## config.mk

```make
export PLATFORM = sky130hd
export DESIGN_NAME = fetch_sequencer
export DESIGN_NICKNAME = d
export VERILOG_FILES = /design/src/rtl/fetch_sequencer.sv
export SDC_FILE = /design/constraint.sdc
export NUM_CORES = 1
export LEC_CHECK = 0
export CAP_MARGIN = 20
export CORE_UTILIZATION = 46
export DETAILED_ROUTE_END_ITERATION = 12
export MAX_ROUTING_LAYER = met4
export PLACE_DENSITY = 0.82
export SLEW_MARGIN = 40
export SYNTH_ARGS = -nofsm -noshare
export SYNTH_HDL_FRONTEND = slang
export SYNTH_SLANG_ARGS = --single-unit
```

## constraint.sdc

```tcl
create_clock -name clk -period 5.97 [get_ports clk]
set_input_delay 1.194 -clock clk [delete_from_list [all_inputs] [get_ports clk]]
set_output_delay 1.194 -clock clk [all_outputs]
set_load 0.05 [all_outputs]
```

## src/rtl/fetch_sequencer.sv

```systemverilog
// Instruction-fetch controller: owns the PC, drives the imem address and
// registers each fetched word with its PC into a one-entry valid/ready stage.
// Ports: clk, reset (async, active-high), start, halt_req, jump_valid,
//   jump_target[7:0], imem_addr[7:0], imem_instr[7:0], instr_out[7:0],
//   instr_pc[7:0], instr_valid, instr_ready, pc[7:0], running, halted.
// Optional feature: define FETCH_HALT_ON_NOP_EN to halt after a NOP word.
module fetch_sequencer #(
  parameter logic [7:0] RESET_PC = 8'h00,
  parameter logic [7:0] NOP_WORD = 8'hF0
) (
  input  logic       clk,
  input  logic       reset,
  input  logic       start,
  input  logic       halt_req,
  input  logic       jump_valid,
  input  logic [7:0] jump_target,
  output logic [7:0] imem_addr,
  input  logic [7:0] imem_instr,
  output logic [7:0] instr_out,
  output logic [7:0] instr_pc,
  output logic       instr_valid,
  input  logic       instr_ready,
  output logic [7:0] pc,
  output logic       running,
  output logic       halted
);

  typedef enum logic [1:0] {
    S_IDLE = 2'd0,
    S_RUN  = 2'd1,
    S_HALT = 2'd2
  } state_t;

  state_t     r_state;
  state_t     w_next;
  logic [7:0] r_pc;
  logic [7:0] r_out;
  logic [7:0] r_ipc;
  logic       r_valid;
  logic       r_running;
  logic       r_halted;
  logic       w_halt;
  logic       w_load;
  logic       w_jump;
  logic       w_clear;

`ifdef FETCH_HALT_ON_NOP_EN
  // A NOP just loaded acts as a halt request on the next cycle.
  logic r_nop_halt;

  always_ff @(posedge clk or posedge reset) begin
    if (reset) begin
      r_nop_halt <= 1'b0;
    end else begin
      r_nop_halt <= w_load && (imem_instr == NOP_WORD);
    end
  end

  assign w_halt = halt_req || r_nop_halt;
`else
  assign w_halt = halt_req;
`endif

  // State register plus registered state decodes.
  always_ff @(posedge clk or posedge reset) begin
    if (reset) begin
      r_state   <= S_IDLE;
      r_running <= 1'b0;
      r_halted  <= 1'b0;
    end else begin
      r_state   <= w_next;
      r_running <= (w_next == S_RUN);
      r_halted  <= (w_next == S_HALT);
    end
  end

  always_comb begin
    w_next = r_state;
    unique case (r_state)
      S_IDLE:  if (start) w_next = S_RUN;
      S_RUN:   if (w_halt) w_next = S_HALT;
      S_HALT:  if (start && !halt_req) w_next = S_RUN;
      default: w_next = S_IDLE;
    endcase
  end

  // Control decode; halt outranks jump, jump outranks load.
  always_comb begin
    w_load  = 1'b0;
    w_jump  = 1'b0;
    w_clear = 1'b0;
    unique case (r_state)
      S_RUN: begin
        if (w_halt) begin
          w_clear = r_valid && instr_ready;
        end else if (jump_valid) begin
          // Pending word is flushed even when the decoder takes it.
          w_jump  = 1'b1;
          w_clear = 1'b1;
        end else begin
          w_load = !r_valid || instr_ready;
        end
      end
      default: begin
        w_clear = r_valid && instr_ready;
        w_jump  = jump_valid && !halt_req;
      end
    endcase
  end

  always_ff @(posedge clk or posedge reset) begin
    if (reset) begin
      r_pc    <= RESET_PC;
      r_out   <= NOP_WORD;
      r_ipc   <= 8'h00;
      r_valid <= 1'b0;
    end else if (w_load) begin
      r_out   <= imem_instr;
      r_ipc   <= r_pc;
      r_valid <= 1'b1;
      r_pc    <= r_pc + 8'd1;
    end else begin
      if (w_clear) r_valid <= 1'b0;
      if (w_jump) r_pc <= jump_target;
    end
  end

  assign imem_addr   = r_pc;
  assign pc          = r_pc;
  assign instr_out   = r_out;
  assign instr_pc    = r_ipc;
  assign instr_valid = r_valid;
  assign running     = r_running;
  assign halted      = r_halted;

endmodule

```

Word-level counts from Yosys, hierarchy flattened --
Index checks and enable logic that the tools add are counted.
Word-level totals: flip-flop bits (word level) 29, bits in read-only memories 0, latch bits 0, memories 0, output and inout port bits 35, bits in writable memories 0, bits of input ports 22
Cells by class: shift operators 0, multiply operators 0, mux-type cells 16, reduce and logical (&&, ||, !) cells 9, $add $sub $neg 1, equal/unequal tests 4, order comparisons 0, div/mod/pow operators 0, bitwise gates (word level) 0
Operators with widths (number):
- $mux 8 | 2
- $mux 1 | 10
- $add 8x1->8 const B | 1
- $mux 2 | 3
- $pmux 2 s3 | 1
- $eq 2x1->1 const B | 2
- $eq 2x2->1 const B | 2
- $reduce_bool 2->1 | 2
- $logic_and 1x1->1 | 3
- $logic_not 1->1 | 2
- $logic_not 2->1 | 1
- $logic_or 1x1->1 | 1

Logic depth before layout (Yosys ltp) --
depth after elaboration 6, depth in mapped cells 6, gate-level depth less buffers 5

Worst setup path before layout --
OpenSTA, ideal clock, no wires.
path kind input port to flip-flop, from in halt_req, to reg r_pc[0] (netlist: imem_addr[0]), path buffers 2, setup time 131 ps, setup slack 3285 ps, stages 6, arrival 2554 ps, required time 5839 ps, cell sequence or3b_1 > buf_6 > or3_1 > buf_6 > a2111oi_4 > a31oi_1
On the way: word-level cells in the longest chain between the ends 4, elaborated cells on any way between the ends 8
Ends and longest elaborated chain:
- start, declared | RTL line 14 | input logic halt_req,
- $logic_not 1->1 | RTL line 106 | w_jump = jump_valid && !halt_req;
- $logic_and 1x1->1 | RTL line 106
- $mux 1 | RTL line 92 | unique case (r_state)
- $reduce_bool 2->1 (no line)
- end signal, assigned | RTL line 121 | r_pc <= r_pc + 8'd1;
- end signal, assigned | RTL line 124 | if (w_jump) r_pc <= jump_target;
- end, declared | RTL line 36 | logic [7:0] r_pc;
Several ways; a longest one is shown, not always the timed one. A chain may end at the register's enable or synchronous reset.

Final worst setup path --
from in halt_req, to reg r_pc[5] (netlist: imem_addr[5])
The elaborated chain is that of the path after synthesis.

==> results <==
- The flow ran to the end, but the final reports show violations.
- The checks that failed: DRC.
- The setup check on the worst reg-to-reg path leaves a slack of about 3.8 ns.
- The standby leakage power is 0.000776 uW.
- The post-placement setup slack is roughly 2.2 ns.
- Summed over all layers, the global routing overflow is 0.
- The final hold violation count was 0.
- The final worst hold slack is ~0.5 ns.
- Grouping stages by cell kind, the critical path spends the most delay in simple AND/OR/NAND/NOR gates.
- After the first detailed-routing iteration, the DRC count stood at 56.
- The count of input and output buffers is between 50 and 60.
- The half-perimeter wire length of the detailed placement result is approximately 2.4 mm.
- The routed wire length is around 3.3 mm.
- The total negative slack for setup checks is 0 ns.
- The kind of start point of the critical path is an input pin.
- The post-detailed-route count of antenna-violating nets is 0.
- The critical path goes through clkdlybuf4s50_1 > or3b_1 > nor3_4 > a41oi_1 > o22a_1.
- In this run the deepest clock path goes through 2 buffers.
- The diode insertion count for antenna repair is 0.
- The clock arrives with 0.0175 ns of skew.
- The worst max-slew margin expressed relative to the limit is 0.467.
- Once the clock tree was built, the resizer swapped 0 gates to a different size.
- The launch point of the worst reg-to-reg path is r_state[1]$_DFF_PP0_.
- The critical path capture point type is a flip-flop.
- The part of the cycle the worst path needs is 0.565.
- In the final layout, the share of cells above drive strength 1 is 0.194.
- The total setup violations reported at the end of the flow is 0.
- The number of antenna violations at the first check in global routing is 0.
- The number of cell instances on the worst register-to-register path is 4.
- Counting every net in the synthesized netlist gives 143.
- In the layout the commonest cells are clkdlybuf4s50_1, dfrtp_1, mux2_2.
- Power spread over the standard cell area amounts to approximately 630 mW/mm2.
- The post-layout utilization of the core is 0.703.
- The detailed-route via count is roughly 1100.
- The largest driver fanout on the critical path is 19.
- The type of the worst setup path is in -> reg.
- The number of different library cells in the post-synthesis netlist is 32.
- The time the worst path needs with I/O delays and setup is roughly 3.4 ns.
- For this run, the total global-route usage over all layers was measured as 0.233.
- The die width is approximately 58 um.
- The vertical extent of the die is ~58 um.
- The worst path arrival time is 3.60 ns.
- The clock network latency to the later pin of the worst-skew pair is 0.34 ns.
- The final estimated routing congestion in global placement is 0.796.
- Averaged over all synthesized cells, the footprint is about 12 um2.
- The count of nets after finishing is ~190.
- The critical path buffer and inverter count is 1.
- In the final routed layout, each cell accounts on average for about 17 um.
- The Yosys step of the flow raised 0 warnings.
- The quantity of hold-fixing buffers added after cts is 0.
- The largest voltage drop on the vdd net is ~0.36 mV.
- Among all flip-flop cells after synthesis, the most frequent one is dfrtp_1.
- The tool flagged a number of max-cap violations equal to 0.
- Compared with the post-synthesis result, the final layout area differs by 41.0%.
- The largest single stage delay on the critical path is 0.70 ns.
- The clock-pin transition on the worst setup and hold timing paths is roughly 0.090 ns.
- The capture point of the worst reg-to-reg path is imem_addr[5]$_DFFE_PP0P_.
- The number of optimization iterations in the first detailed-route pass is 8.
- The number of sinks driven by the clock tree is 29.
- The site row count is 19.
- For this run, asynchronously set or reset flops after synthesis account for 1.00.
- The number of register bits inferred by synthesis is 29.
- STA puts the critical path data required time at between 6 and 7 ns.
- The worst min-delay path endpoint is instr_pc[0]$_DFFE_PP0P_.
- The number of pins with negative max-slew slack in the final report is 0.
- The die covers between 0.003 and 0.004 mm2.
- The per-cell via count in the routed design is 5.67.
- The highest clock rate is about 300 MHz.
- The number of placed cells counting well taps is 193.
- After detailed routing, the number of remaining DRC violations is 3.
- After the flow finishes, the layout carries non-filler instances totaling 201.
- Counting instances, the worst hold path has a depth of 1.
- The maximum number of pins on one net before global-route repair is 30.
- The global-route wire length before repair is about 5.4 mm.
- The core outline area is between 0.002 and 0.003 mm2.
- The source of the worst hold timing path is instr_pc[0]$_DFFE_PP0P_.
- The commonest non-fill, non-tap cell in the layout is clkdlybuf4s50_1.
- In this run the cell area of the synthesized design comes to approximately 0.0014 mm2.
- The number of top-level design ports is 57.
- The type of the tightest min-delay check is reg -> reg.
- Counting flops with a built-in enable in the synthesized netlist gives 0.
- The number of H-tree levels is 2.
- The worst-path cell with the longest stage delay is nor3_4.
- The gate count of the mapped netlist is 120.
- For this configuration, the core starts out at a cell density of 0.498.
- Buffers inserted during clock tree synthesis total 5.
- The transition at the pin with the smallest max-transition slack is ~0.8 ns.
- Setup repair after global routing left no endpoint under its margin.
- The post-synthesis sequential area ratio is 0.514.
- After clock tree synthesis, the setup repair step added 0 buffers.
- The CTS tree is yes.
- The number of global-route vias before repair is between 1000 and 1500.
- The cell at the root of the clock tree is clkbuf_4.
- Across all setup checks in the final design, the least slack found is 2.60 ns.
- Counting buffers and inverters, the worst setup path is 5 cells deep.
-- cells in the mapped netlist, drive strengths merged, types with 2 or more instances --
| library cell | instances | area, um2 |
|---|---|---|
| nor2b | 2 | 12.5 |
| a211oi | 4 | 30.0 |
| buf | 13 | 101 |
| o21ai | 8 | 40.0 |
| mux2 | 16 | 180 |
| nand2 | 9 | 33.8 |
| or3b | 2 | 17.5 |
| nor2 | 3 | 11.3 |
| a41oi | 2 | 17.5 |
| nand3 | 2 | 10.0 |
| nor3 | 3 | 26.3 |
| inv | 4 | 15.0 |
| o22a | 9 | 78.8 |
| dfrtp | 25 | 626 |
| and3 | 2 | 12.5 |
| dfstp | 4 | 105 |
-- layout make-up --
| type | instances | area, um2 |
|---|---|---|
| repair buffers | 56 | 561 |
| fillers | 200 | 848 |
| flip-flops and latches | 29 | 731 |
| multi-input cells | 73 | 574 |
| well taps | 31 | 38.8 |
| clock inverters | 1 | 30.0 |
| inverters | 4 | 15.0 |
| clock buffers | 7 | 55.1 |
-- worst max path at each step --
stage | to | start | slack [ns]
3_5_place_dp | imem_addr[5]$_DFFE_PP0P_ | halt_req | 2.24
2_1_floorplan | imem_addr[0]$_DFFE_PP0P_ | halt_req | 3.28
5_1_grt | imem_addr[5]$_DFFE_PP0P_ | halt_req | 2.44
6_report | imem_addr[5]$_DFFE_PP0P_ | halt_req | 2.60
4_1_cts | imem_addr[5]$_DFFE_PP0P_ | halt_req | 2.59
3_3_place_gp | imem_addr[7]$_DFFE_PP0P_ | halt_req | 2.34
-- power by group --
| group | internal, uW | leakage (uW) | switching [uW] |
|---|---|---|---|
| Combinational | 260 | 0.000407 | 479 |
| Sequential | 290 | 0.000324 | 68.6 |
| Clock | 100 | 0.0000455 | 70.3 |
| Total | 650 | 0.000776 | 617 |
-- layer usage --
| layer | global-route usage | routed length [um] | vias up |
|---|---|---|---|
| li1 | - | - | 530 |
| met1 | 0.263 | 1310 | 551 |
| met2 | 0.382 | 1740 | 49 |
| met3 | 0.0590 | 177 | 10 |
| met4 | 0.118 | 95 | 0 |
| met5 | - | 0 | - |
-- through the flow --
step           power [uW]  cell area [um2]
4_1_cts              1270             2000
3_3_place_gp         1080             1920
5_1_grt              1320             2000
2_1_floorplan         883             1420
6_report             1270             2000
3_5_place_dp         1100             1920
-- kinds of logic (layout without fill, tap and decap cells) --
kind of cell | Yosys count | in the layout | share of synthesized area
flops | 29 | 29 | 0.514
compound gates | 28 | 28 | 0.155
simple gates | 28 | 28 | 0.111
buf+inv | 18 | 68 | 0.0845
mux | 16 | 16 | 0.127
fa+ha+maj | 1 | 1 | 0.00880
-- sequential cells by signal, indices dropped and copies added (netlist names) --
name	cells
halted	1
running	1
instr_out	8
r_state	2
instr_pc	8
instr_valid	1
imem_addr	8
Note: power is estimated with default switching activity, not from simulation.
